==> config.mk <==
export PLATFORM = sky130hd
export DESIGN_NAME = fetch_queue_flat
export DESIGN_NICKNAME = d
export VERILOG_FILES = /design/src/rtl/fetch_queue_if.sv /design/src/rtl/fetch_queue.sv /design/src/flat_wrapper.sv
export SDC_FILE = /design/constraint.sdc
export NUM_CORES = 1
export LEC_CHECK = 0
export ABC_AREA = 1
export CELL_PAD_IN_SITES_DETAIL_PLACEMENT = 1
export CELL_PAD_IN_SITES_GLOBAL_PLACEMENT = 1
export CORE_ASPECT_RATIO = 1.75
export CORE_MARGIN = 2
export CORE_UTILIZATION = 48
export CTS_CLUSTER_SIZE = 24
export DETAILED_ROUTE_END_ITERATION = 10
export DONT_BUFFER_PORTS = 1
export HOLD_SLACK_MARGIN = 0.1
export PLACE_DENSITY = 0.85
export SYNTH_ARGS = -nofsm -noshare
export SYNTH_HDL_FRONTEND = slang
export SYNTH_SLANG_ARGS = --single-unit
==> constraint.sdc <==
create_clock -name clk_i -period 8.16 [get_ports clk_i]
set_input_delay 0.816 -clock clk_i [delete_from_list [all_inputs] [get_ports clk_i]]
set_output_delay 0.816 -clock clk_i [all_outputs]
set_load 0.05 [all_outputs]
==> src/rtl/fetch_queue_if.sv <==
// Fetch-to-decode handshake bundle: push side from fetch, pop side to decode.
interface fetch_queue_if #(
    parameter int unsigned DEPTH = 4,
    parameter int unsigned XLEN  = 32
);
    localparam int unsigned CW = $clog2(DEPTH) + 1;

    logic            in_valid_i;
    logic            in_ready_o;
    logic [XLEN-1:0] in_pc_i;
    logic [XLEN-1:0] in_instr_i;
    logic            out_valid_o;
    logic            out_ready_i;
    logic [XLEN-1:0] out_pc_o;
    logic [XLEN-1:0] out_instr_o;
    logic [CW-1:0]   count_o;

    modport master (
        output in_valid_i, in_pc_i, in_instr_i, out_ready_i,
        input  in_ready_o, out_valid_o, out_pc_o, out_instr_o, count_o
    );

    modport slave (
        input  in_valid_i, in_pc_i, in_instr_i, out_ready_i,
        output in_ready_o, out_valid_o, out_pc_o, out_instr_o, count_o
    );
endinterface

==> src/rtl/fetch_queue.sv <==
// In-order instruction buffer between fetch and decode; flush drops all entries.
module fetch_queue #(
    parameter int unsigned DEPTH = 4,
    parameter int unsigned XLEN  = 32
) (
    input  logic          clk_i,
    input  logic          rst_n_i,
    input  logic          flush_i,
    fetch_queue_if.slave  bus
);
    localparam int unsigned PW = $clog2(DEPTH);
    localparam int unsigned CW = PW + 1;

    logic [PW-1:0]   rd_ptr;
    logic [PW-1:0]   wr_ptr;
    logic [CW-1:0]   count;
    logic [XLEN-1:0] pc_mem    [DEPTH];
    logic [XLEN-1:0] instr_mem [DEPTH];

    logic full_c;
    logic empty_c;
    logic push_c;
    logic pop_c;

    // Handshake qualifiers depend only on registered occupancy.
    assign full_c  = (count == CW'(DEPTH));
    assign empty_c = (count == '0);
    assign push_c  = bus.in_valid_i & ~full_c;
    assign pop_c   = bus.out_ready_i & ~empty_c;

    assign bus.in_ready_o  = ~full_c;
    assign bus.out_valid_o = ~empty_c;
    assign bus.out_pc_o    = empty_c ? '0 : pc_mem[rd_ptr];
    assign bus.out_instr_o = empty_c ? '0 : instr_mem[rd_ptr];
    assign bus.count_o     = count;

    // Pointer and occupancy state; reset beats flush, flush beats handshakes.
    always_ff @(posedge clk_i) begin
        if (!rst_n_i) begin
            rd_ptr <= '0;
            wr_ptr <= '0;
            count  <= '0;
        end else if (flush_i) begin
            rd_ptr <= '0;
            wr_ptr <= '0;
            count  <= '0;
        end else begin
            if (push_c) wr_ptr <= wr_ptr + PW'(1);
            if (pop_c)  rd_ptr <= rd_ptr + PW'(1);
            if (push_c && !pop_c)      count <= count + CW'(1);
            else if (pop_c && !push_c) count <= count - CW'(1);
        end
    end

    // Entry storage is not reset; outputs are gated by occupancy.
    always_ff @(posedge clk_i) begin
        if (rst_n_i && !flush_i && push_c) begin
            pc_mem[wr_ptr]    <= bus.in_pc_i;
            instr_mem[wr_ptr] <= bus.in_instr_i;
        end
    end
endmodule
==> src/flat_wrapper.sv <==
// flat-port wrapper written by rule: the top's interface ports become plain ports
module fetch_queue_flat 
#(
    parameter int unsigned DEPTH = 4,
    parameter int unsigned XLEN  = 32
)
  (clk_i, rst_n_i, flush_i, bus_in_valid_i, bus_in_pc_i, bus_in_instr_i, bus_out_ready_i, bus_in_ready_o, bus_out_valid_o, bus_out_pc_o, bus_out_instr_o, bus_count_o);
  fetch_queue_if #(.DEPTH(DEPTH), .XLEN(XLEN)) bus_i ();
  input  logic clk_i;
  input  logic rst_n_i;
  input  logic flush_i;
  input wire logic [$bits(bus_i.in_valid_i)-1:0] bus_in_valid_i;
  input wire logic [$bits(bus_i.in_pc_i)-1:0] bus_in_pc_i;
  input wire logic [$bits(bus_i.in_instr_i)-1:0] bus_in_instr_i;
  input wire logic [$bits(bus_i.out_ready_i)-1:0] bus_out_ready_i;
  output wire logic [$bits(bus_i.in_ready_o)-1:0] bus_in_ready_o;
  output wire logic [$bits(bus_i.out_valid_o)-1:0] bus_out_valid_o;
  output wire logic [$bits(bus_i.out_pc_o)-1:0] bus_out_pc_o;
  output wire logic [$bits(bus_i.out_instr_o)-1:0] bus_out_instr_o;
  output wire logic [$bits(bus_i.count_o)-1:0] bus_count_o;
  assign bus_i.in_valid_i = bus_in_valid_i;
  assign bus_i.in_pc_i = bus_in_pc_i;
  assign bus_i.in_instr_i = bus_in_instr_i;
  assign bus_i.out_ready_i = bus_out_ready_i;
  assign bus_in_ready_o = bus_i.in_ready_o;
  assign bus_out_valid_o = bus_i.out_valid_o;
  assign bus_out_pc_o = bus_i.out_pc_o;
  assign bus_out_instr_o = bus_i.out_instr_o;
  assign bus_count_o = bus_i.count_o;
  fetch_queue #(.DEPTH(DEPTH), .XLEN(XLEN)) u_core (.clk_i(clk_i), .rst_n_i(rst_n_i), .flush_i(flush_i), .bus(bus_i));
endmodule
# Word-level counts from Yosys, hierarchy flattened

Memory sizes are Yosys's and may differ from the RTL's. A register that Yosys moved wholly into a read port is not among the register bits.
Index checks and enable logic that the tools add are counted.

Reduce and logical (&&, ||, !) cells: 10
Add/sub/neg operators: 4
Divide/modulo/power cells: 0
Equality and inequality tests: 1
Multiplexer cells: 10
Bitwise operators: 5
$lt $le $gt $ge: 0
$mul: 0
Shift operators: 0

Operators by type and width:

| operator                                          | number |
|---|---|
| two-way mux 32 bit                                | 2 |
| two-way mux 2 bit                                 | 4 |
| two-way mux 3 bit                                 | 2 |
| adder 2 x 1 -> 2 bit (second input constant)      | 2 |
| logical AND 1 bit                                 | 4 |
| adder 3 x 1 -> 3 bit (second input constant)      | 1 |
| == test 3 bit (second input constant)             | 1 |
| zero test 1 bit                                   | 3 |
| zero test 3 bit                                   | 1 |
| NOT 1 bit                                         | 3 |
| subtractor 3 x 1 -> 3 bit (second input constant) | 1 |
| AND 1 bit                                         | 2 |
| two-way mux 1 bit                                 | 2 |
| nonzero test 2 bit                                | 1 |
| OR reduction 2 bit                                | 1 |

Bits in registers: 7
Input bits: 69
Latch bits: 0
Memories kept: 2
Output and inout bits: 69
ROM bits: 0
Memory bits (writable): 256

Memories:

| memory           | words | width | read ports | clocked after Yosys merged registers in | write ports | RTL line          | source |
|---|---|---|---|---|---|---|---|
| u_core.instr_mem | 4     | 32    | 1          | 1                                       | 1           | fetch_queue.sv:18 | `logic [XLEN-1:0] instr_mem [DEPTH];` |
| u_core.pc_mem    | 4     | 32    | 1          | 1                                       | 1           | fetch_queue.sv:17 | `logic [XLEN-1:0] pc_mem [DEPTH];` |

# Logic depth before layout (Yosys ltp)

Gate-level depths: netlist of run 1.

Word-level depth: 7
Mapped depth: 12

# Least setup slack after synthesis of run 1

Ideal clock, no wire load.

Kind: register to register
Start: reg u_core.count[0], in the netlist u_core.bus.count_o[0]
End: mem u_core.instr_mem[0][0], enable pin
Stages on the path, launching flop included: 5
Clock period less this slack: 4.412 ns
Data required time: 7.674 ns
Path slack: 3.748 ns
Path buffers: 0
Library setup time: 0.486 ns
Arrival: 3.926 ns
Cell sequence: dfxtp_1 -> nor2_1 -> a21boi_1 -> nand2_1 -> nor2_1

Longest elaborated chain between the ends: 6

Ends and longest elaborated chain:

| what                                    | RTL line          | source |
|---|---|---|
| start, declared                         | fetch_queue.sv:16 | `logic [CW-1:0] count;` |
| start signal, assigned                  | fetch_queue.sv:50 | `if (push_c && !pop_c) count <= count + CW'(1);` |
| start signal, assigned                  | fetch_queue.sv:51 | `else if (pop_c && !push_c) count <= count - CW'(1);` |
| == test 3 bit                           | fetch_queue.sv:26 | `assign full_c = (count == CW'(DEPTH));` |
| NOT 1 bit                               | fetch_queue.sv:28 | `assign push_c = bus.in_valid_i & ~full_c;` |
| AND 1 bit                               | fetch_queue.sv:28 |  |
| net u_core.push_c                       | fetch_queue.sv:22 | `logic push_c;` |
| logical AND 1 bit                       | fetch_queue.sv:57 | `if (rst_n_i && !flush_i && push_c) begin` |
| two-way mux 1 bit                       | fetch_queue.sv:57 |  |
| two-way mux 1 bit (implied by the code) | fetch_queue.sv:59 | `instr_mem[wr_ptr] <= bus.in_instr_i;` |
| end, declared                           | fetch_queue.sv:18 |  |

The timed path passes the listed nets, and every way through them passes these cells.

==> reports/metrics.cfg, run 1 <==
[synth]
synthXorXnorAreaFrac = 0
synth-simple-area-share = 0.105
synthMuxAreaShare = 0
synth_top_cell_by_area = edfxtp_1
yosys_warnings = 0
synth.area.top_cells = edfxtp_1 74%, nor2_1 9.6%, o21ai_0 5.7%
syn_area_um2 = 10400
synth_top_family_by_area = simple AND/OR/NAND/NOR gates
synth-adder-area-share = 0.00792
synth_top_area_frac = 0.737
synthesis.nets = 899
seq_area_frac_synth = 0.754
ys_ff_latch = 265
postSynthCellCount = 824
syn_area_per_cell_um2 = 12.7
synth_compound_area_frac = 0.0957
ys_types = 19

[detailed_routing]
wl_um = 23900
drc = 0
first_pass_iters = 6
post_drt_wl_per_cell_um = 21.4
antenna_left = 0
viasPerCell = 5.55
drt_iter0_drc = 270
vias = 6202

[sta]
fmax_mhz = 223
period_needed_ns = 4.49
finalHoldViolCount = 0
tns_ns = 0
setup_violations = 0
slew_headroom = 0.221
finalCritPeriodShare = 0.550
maxSlewViolCount = 0
worst_slew_pin_slew_ns = 1.17
rsz0062_at_grt = no
finalClockSkew_ns = 0.00676
fin_ws_ns = 3.67

[pwr]
ir_worst_vdd_uv = 190
p_leak_nw = 3.67
powerDensity_nw_per_um2 = 251

[worst_setup_path]
reg2reg_depth = 5
crit_fanout = 71
path_cells = clkinv_2 -> buf_4 -> o21ai_0 -> a21oi_1
r2r-start = u_core.bus.count_o[0]$_SDFFE_PP0P_
start_kind = flip-flop
arrival_ns = 3.67
rrSetupSlack_ns = 5.14
worstPathRequired_ns = 7.34
timing.rr.end = u_core.pc_mem[3][20]$_DFFE_PP_
cp-end-kind = output pin
critPathSlowestCell = clkinv_2
crit_type = flip-flop to output pin
cp_slowest_stage_delay_ns = 0.87
critPathCapture = bus_out_pc_o[23]

[layout]
layout-drive-gt1-share = 0.0545
fin_cells = 1117
final_cell_mix = 264 x nor2_1, 256 x edfxtp_1, 119 x o21ai_0
diodes = 0
finalInstanceArea_um2 = 11200
area_growth_pct = 7.83
utilization = 0.525
fin_nets = 887
final_common_cell = nor2_1

[placement]
place_hpwl_um = 13600
io_buffers = 0
gp_congestion = 0.743
place_area_um2 = 10600
place_worst_setup_slack_ns = 4.15
place_inst = 1079

[status]
outcome = finished, final reports clean

[grt]
met1_usage = 0.213
grt_util_met3 = 0.0494
gr-usage-met2 = 0.396
grt_pass1_vias = 6835
grt_max_degree = 75
grt_pass1_wl_um = 36200
grt_usage = 0.209
grt_antenna_before_repair = 0
gr-max-usage-layer = met2
grt-ovfl-total = 0

[clock_tree]
worstSkewPairLatency_ns = 0.51
clkTransAtPathRegs_ns = 0.07
htreeDepth = 1
cts_tree = built
cts_root_buf = clkbuf_16
cts_sinks = 265
post_cts_resized = 0
cts_setup_buffers = 0
cts_hold_buf = 0
cts_buffer_depth = 3
numCtsBuffers = 23

[floorplanning]
dieArea_um2 = 23000
io_pins = 138
std_cell_rows = 71
fp.coreArea_um2 = 21400
die_w_um = 115
initial_core_util = 0.487
dieHeight_um = 199

[run]
max_cap_viol_count = 0

[min_path]
min_path_type = input port to flip-flop

-- where the power goes --
| group | leakage, nW | internal (mW) | total (mW) | switching (mW) |
|---|---|---|---|---|
| logic | 0.967 | 0.0329 | 0.293 | 0.260 |
| clock network | 0.321 | 0.550 | 1.00 | 0.450 |
| registers | 2.39 | 1.51 | 1.53 | 0.0157 |
| total | 3.67 | 2.09 | 2.82 | 0.726 |
-- registers in the layout, summed over array words and instances (netlist names), named ones only --
register / cells
u_core.wr_ptr: 2
u_core.instr_mem: 128
u_core.pc_mem: 128
u_core.bus.count_o: 3
u_core.rd_ptr: 2
-- per-stage QoR --
stage	hold WS, ns	total power, mW
3_3_place_gp	0.486	1.85
4_1_cts	0.371	2.84
3_5_place_dp	0.507	1.85
5_1_grt	0.372	2.90
2_1_floorplan	0.465	1.82
6_report	0.394	2.82
-- synthesized netlist by cell type --
cell type and n:
a21boi_1 1, a21oi_1 69, buf_1 5, buf_2 7
buf_4 8, buf_6 14, clkbuf_1 13, dfxtp_1 9
edfxtp_1 256, fa_1 1, ha_1 5, inv_1 14
inv_2 3, nand2_1 17, nand3_1 4, nand3b_1 1
nor2_1 268, o21ai_0 119, o21ai_1 10
-- layer usage --
layer / vias up / share of wire
li1: 2871 / -
met1: 3124 / 0.36
met2: 160 / 0.55
met3: 47 / 0.055
met4: 0 / 0.033
met5: - / 0
-- cells by family (layout without fill, tap and decap cells) --
family	Yosys count	after routing
compound gates	199	199
flops	265	265
buf+inv	64	65
fa+ha+maj	6	6
simple gates	290	290
-- worst max-delay path: cells and delay by family, from the launching register on --
kind / cells / cell delay (ns)
AO/OA/AOI/OAI: 2 / 0.82
buffers and inverters: 2 / 1.47
flip-flops: 1 / 0.74
-- worst min-delay path by stage --
stage	from	slack (ns)	cells past startpoint	endpoint
after floorplan	u_core.rd_ptr[1]$_SDFFE_PP0P_	0.46	2	flip-flop
after global placement	u_core.rd_ptr[0]$_SDFFE_PP0P_	0.49	2	flip-flop
after detailed placement	u_core.rd_ptr[0]$_SDFFE_PP0P_	0.51	2	u_core.rd_ptr[0]$_SDFFE_PP0P_
after CTS	bus_in_pc_i[29]	0.37	0	u_core.pc_mem[1][29]$_DFFE_PP_
after global routing	bus_in_instr_i[1]	0.37	0	u_core.instr_mem[0][1]$_DFFE_PP_
final	bus_in_instr_i[1]	0.39	0	u_core.instr_mem[0][1]$_DFFE_PP_
-- area by class of cell --
cell class	count	area [um^2]
clock buffers	32	609
clock inverters	6	51.3
fillers	2173	10200
inverters	17	65.1
multi-input cells	495	2210
flip-flops and latches	265	7870
well taps	292	365
repair buffers	10	75.1
(Power assumes the default switching activity.)
==> inputs of run 2 (changes only) <==
--- a/config.mk
+++ b/config.mk
@@ -5,7 +5,7 @@
 export SDC_FILE = /design/constraint.sdc
 export NUM_CORES = 1
 export LEC_CHECK = 0
-export ABC_AREA = 1
+export ABC_AREA = 0
 export CELL_PAD_IN_SITES_DETAIL_PLACEMENT = 1
 export CELL_PAD_IN_SITES_GLOBAL_PLACEMENT = 1
 export CORE_ASPECT_RATIO = 1.75
@@ -15,7 +15,7 @@
 export DETAILED_ROUTE_END_ITERATION = 10
 export DONT_BUFFER_PORTS = 1
 export HOLD_SLACK_MARGIN = 0.1
-export PLACE_DENSITY = 0.85
+export PLACE_DENSITY = 0.8
 export SYNTH_ARGS = -nofsm -noshare
 export SYNTH_HDL_FRONTEND = slang
 export SYNTH_SLANG_ARGS = --single-unit
==> constraint.sdc (replaced) <==
create_clock -name clk_i -period 4.5 [get_ports clk_i]
set_input_delay 0.45 -clock clk_i [delete_from_list [all_inputs] [get_ports clk_i]]
set_output_delay 0.45 -clock clk_i [all_outputs]
set_load 0.05 [all_outputs]
==> run 2 against run 1 <==
  * Clock power rose by 94%
  * Sequential power grew 82%
  * Total power is 90% higher
  * Worst setup slack got worse by 2.5 ns
  * Highest routed layer unchanged
  * First-iteration DRC count down 29%
  * Largest cell class unchanged
  * Cell area up 6.1%
  * Cell count fell by 28%
  * Combinational power up 120%
==> reports/metrics.cfg, run 2 <==
[floorplanning]
die_w_um = 115
std_cell_rows = 71
fp.coreArea_um2 = 21300
io_pins = 138
dieHeight_um = 198
dieArea_um2 = 22800
initial_core_util = 0.485

[detailed_routing]
drc = 0
antenna_left = 0
drt_iter0_drc = 193
viasPerCell = 5.65
post_drt_wl_per_cell_um = 24.3
first_pass_iters = 4
vias = 4523
wl_um = 19400

[worst_setup_path]
r2r-start = u_core.bus.count_o[0]$_SDFFE_PP0P_
worstPathRequired_ns = 4.05
timing.rr.end = u_core.bus.count_o[2]$_SDFFE_PP0P_
start_kind = flip-flop
crit_start = u_core.bus.count_o[0]$_SDFFE_PP0P_
crit_fanout = 41
crit_type = flip-flop to output pin
rrSetupSlack_ns = 1.43
cp-end-kind = output pin
reg2reg_depth = 8
arrival_ns = 2.93

[min_path]
min_from = bus_in_valid_i
hold_end = u_core.wr_ptr[1]$_SDFFE_PP0P_
hold_depth = 2
min_path_type = input port to flip-flop

[synth]
synthTopCellsByCount = 256 x edfxtp_1, 64 x and2_1, 37 x mux4_1, 27 x mux4_2, 9 x dfxtp_1
synth_most_common_cell = edfxtp_1
yosys_warnings = 0
postSynthCellCount = 453
synth_top_area_frac = 0.743
async_reset_ff_frac = 0
synth_edf_count = 256
synth.area.top_cells = edfxtp_1 74%, mux4_1 9.4%, mux4_2 5.9%
synth-main-ff-cell = edfxtp_1
synth_top_cell_by_area = edfxtp_1
syn_area_per_cell_um2 = 22.8
synthesis.nets = 528
seq_area_frac_synth = 0.761
ys_types = 29
syn_area_um2 = 10300
ys_ff_latch = 265

[run]
max_cap_viol_count = 0

[grt]
grt_pass1_vias = 5275
grt-ovfl-total = 0
grt_antenna_before_repair = 2
grt_max_degree = 65
grt_pass1_wl_um = 29800
grt_usage = 0.175

[sta]
finalClockSkew_ns = 0.0108
finalHoldViolCount = 0
setup_violations = 0
worst_slew_pin_slew_ns = 1.16
slew_headroom = 0.227
finalCritPeriodShare = 0.750
tns_ns = 0
fmax_mhz = 296
period_needed_ns = 3.38
maxSlewViolCount = 0
rsz0062_at_grt = no

[layout]
fin_nets = 601
finalInstanceArea_um2 = 11900
fin_cells = 800
area_growth_pct = 15.3
final_common_cell = edfxtp_1
num-fill-cells = 1814
utilization = 0.560
layout-drive-gt1-share = 0.144
final_cell_mix = 256 x edfxtp_1, 64 x and2_1, 64 x dlygate4sd3_1

[placement]
gp_congestion = 0.732
place_inst = 691
io_buffers = 0
place_area_um2 = 10500
place_hpwl_um = 10900

[clock_tree]
numCtsBuffers = 24
cts_root_buf = clkbuf_16
htreeDepth = 1
cts_setup_buffers = 0
clkTransAtPathRegs_ns = 0.06
worstSkewPairLatency_ns = 0.51
cts_buffer_depth = 3
cts_sinks = 265
cts_tree = built

[pwr]
power.total_mw = 5.35
powerDensity_nw_per_um2 = 448
p_leak_nw = 3.81
ir_worst_vdd_uv = 492

[status]
outcome = finished, final reports clean

## run 2: cell types whose count changed after synthesis, moves of 11 or more
cell     before  now
and2_1        0   64
buf_6        14    2
mux4_2        0   27
inv_1        14    3
a21oi_1      69    1
nand2_1      17    1
o21ai_0     119    2
nor2_1      268    5
mux4_1        0   37
## run 2: worst max path at each step
stage | slack [ns] | end | cells after the start
3_3_place_gp | 1.71 | bus_out_instr_o[2] | 3
2_1_floorplan | 1.80 | u_core.bus.count_o[2]$_SDFFE_PP0P_ | 9
6_report | 1.12 | bus_out_instr_o[2] | 3
3_5_place_dp | 1.61 | u_core.bus.count_o[2]$_SDFFE_PP0P_ | 8
4_1_cts | 1.07 | bus_out_instr_o[4] | 3
5_1_grt | 0.96 | bus_out_instr_o[2] | 3
## run 2: cells by family (layout without fill, tap and decap cells)
family	count (synthesis)	count (layout)	synth area share
other	0	2	0
adder cells (fa/ha/maj)	6	6	0.00798
AO/OA/AOI/OAI	6	6	0.00423
flip-flops	265	265	0.761
XOR/XNOR	4	4	0.00339
multiplexers	65	65	0.154
AND/OR/NAND/NOR	82	82	0.0495
buffers and inverters	25	115	0.0207
## run 2: through the flow
step | hold slack (ns) | setup WS [ns]
after global placement | 0.492 | 1.71
after detailed placement | 0.514 | 1.61
final | 0.133 | 1.12
after CTS | 0.114 | 1.07
after global routing | 0.117 | 0.965
after floorplan | 0.470 | 1.80
## run 2: routing by layer
metal,routed length [um],vias to the layer above,track usage,part of all wire
met5,0,-,0,0
met1,7090,2322,0.196,0.37
met3,844,45,0.0318,0.043
li1,-,2018,-,-
met4,659,0,0.0736,0.034
met2,10800,138,0.322,0.56
## run 2: what timing repair did
action / 4_1_cts / 5_1_grt
hold buffers: 64 / 0
resized for setup: 0 / 0
endpoints found under the hold margin: 256 / 0
endpoints found under the setup margin: 0 / 0
## run 2: worst max-delay path, stage by stage, from the launching register on
cell     delay, ns
dfxtp_1       0.79
or3_2         0.53
buf_4         0.49
and2_1        0.55
## run 2: where the power goes
part	internal, mW	switching, mW
clock	1.12	0.818
sequential	2.74	0.0367
combinational	0.150	0.484
total	4.01	1.34
## run 2: area by class of cell
class,count,area (um^2),share of cell area
Sequential cell,265,7870,0.660
Timing Repair Buffer,69,678,0.0568
Tap cell,255,319,0.0267
Clock buffer,37,731,0.0612
Multi-Input combinational cell,163,2280,0.191
Antenna cell,2,5.00,0.000419
Clock inverter,6,36.3,0.00304
Inverter,3,11.3,0.000944
==> inputs of run 3 (changes only) <==
--- a/config.mk
+++ b/config.mk
@@ -15,7 +15,7 @@
 export DETAILED_ROUTE_END_ITERATION = 10
 export DONT_BUFFER_PORTS = 1
 export HOLD_SLACK_MARGIN = 0.1
-export PLACE_DENSITY = 0.8
+export PLACE_DENSITY = 0.83
 export SYNTH_ARGS = -nofsm -noshare
 export SYNTH_HDL_FRONTEND = slang
 export SYNTH_SLANG_ARGS = --single-unit
==> constraint.sdc (replaced) <==
create_clock -name clk_i -period 2.85 [get_ports clk_i]
set_input_delay 0.285 -clock clk_i [delete_from_list [all_inputs] [get_ports clk_i]]
set_output_delay 0.285 -clock clk_i [all_outputs]
set_load 0.05 [all_outputs]
==> run 3 against run 2 <==
  * Worst setup slack got worse by 0.95 ns
  * Via count increased by 3.7%
  * Utilization increased by 0.54 points
  * Register-to-register slack got worse by 1.1 ns
  * Critical path type unchanged
  * Largest power group unchanged
==> reports/metrics.cfg, run 3 (synthesis results as in run 2) <==
[placement]
gp_congestion = 0.726
place_hpwl_um = 11100
place_area_um2 = 10600
place_inst = 699
io_buffers = 0
place_worst_setup_slack_ns = 0.459

[detailed_routing]
wl_met1_um = 7460
vias = 4690
antenna_left = 0
top_layer = met4
wl_met2_um = 11400
viasPerCell = 5.76
wl_um = 20400
drt_iter0_drc = 223
wl_met3_um = 967
first_pass_iters = 4
drc = 0
post_drt_wl_per_cell_um = 25.1

[worst_setup_path]
start_kind = flip-flop
crit_fanout = 26
cp-end-kind = output pin
crit_type = flip-flop to output pin
arrival_ns = 2.39
worstPathRequired_ns = 2.57

[layout]
diodes = 0
area_growth_pct = 16.5
num-fill-cells = 1799
final_cell_mix = 256 x edfxtp_1, 71 x dlygate4sd3_1, 64 x and2_1
fin_nets = 616
utilization = 0.565
fin_cells = 814
layout-drive-gt1-share = 0.145
final_common_cell = edfxtp_1
finalInstanceArea_um2 = 12000

[pwr]
p_leak_nw = 3.88
ir_worst_vdd_uv = 575
powerDensity_nw_per_um2 = 702
power.total_mw = 8.46

[grt]
grt-ovfl-total = 0
grt_usage = 0.184
grt_pass1_vias = 5336
grt_max_degree = 66
grt_antenna_before_repair = 0
grt_pass1_wl_um = 31000

[floorplanning]
io_pins = 138
initial_core_util = 0.485
die_w_um = 115
std_cell_rows = 71
fp.coreArea_um2 = 21300
dieHeight_um = 198
dieArea_um2 = 22800

[clock_tree]
clkTransAtPathRegs_ns = 0.07
cts_tree = built
htreeDepth = 1
cts_setup_buffers = 0
numCtsBuffers = 24
cts_root_buf = clkbuf_16
cts_sinks = 265
worstSkewPairLatency_ns = 0.52
cts_buffer_depth = 3

[sta]
maxSlewViolCount = 0
slew_headroom = 0.287
rsz0062_at_grt = no
holdWs_ns = 0.146
period_needed_ns = 2.67
finalClockSkew_ns = 0.0108
finalCritPeriodShare = 0.937
fin_ws_ns = 0.180
tns_ns = 0
fmax_mhz = 375
setup_violations = 0
finalHoldViolCount = 0
worst_slew_pin_slew_ns = 1.07

[status]
outcome = finished, final reports clean

[run]
max_cap_viol_count = 0

[min_path]
min_path_type = input port to flip-flop

## run 3: timing repair
action	in CTS	in global routing
endpoints found under the hold margin	261	0
hold buffers	71	0
endpoints found under the setup margin	2	0
resized for setup	1	0
## run 3: area by class of cell
class / count / area (um^2) / share of cell area
sequential: 265 / 7870 / 0.653
multi-input combinational: 163 / 2280 / 0.190
timing repair buffer: 84 / 833 / 0.0692
clock buffer: 30 / 644 / 0.0535
tap: 255 / 319 / 0.0265
clock inverter: 14 / 83.8 / 0.00696
inverter: 3 / 11.3 / 0.000935
## run 3: path summary, 6_finish.rpt
| kind | end | start | slack, ns | cells past startpoint |
|---|---|---|---|---|
| worst max register to register | u_core.bus.count_o[2]$_SDFFE_PP0P_ | u_core.bus.count_o[2]$_SDFFE_PP0P_ | 0.32 | 8 |
| worst max-delay path | bus_out_instr_o[5] | flip-flop | 0.18 | 3 |
| worst min register to register | flip-flop | u_core.rd_ptr[1]$_SDFFE_PP0P_ | 0.58 | 2 |
| worst min-delay path | u_core.bus.count_o[2]$_SDFFE_PP0P_ | flush_i | 0.15 | 2 |
## run 3: power by group
part / leakage (nW) / switching (mW) / total [mW] / internal, mW
Clock: 0.358 / 1.34 / 3.02 / 1.69
Combinational: 1.13 / 0.816 / 1.09 / 0.270
Sequential: 2.39 / 0.0260 / 4.35 / 4.32
## run 3: critical path, cell delays in order (launching register included)
cell and delay, ns:
dfxtp_4 0.59, buf_12 0.28, mux4_1 0.59, and2_1 0.38
## run 3: routing by layer
layer | vias to the layer above | track usage
met3 | 38 | 0.0401
met5 | - | 0
li1 | 2051 | -
met1 | 2468 | 0.204
met4 | 0 | 0.0696
met2 | 133 | 0.339
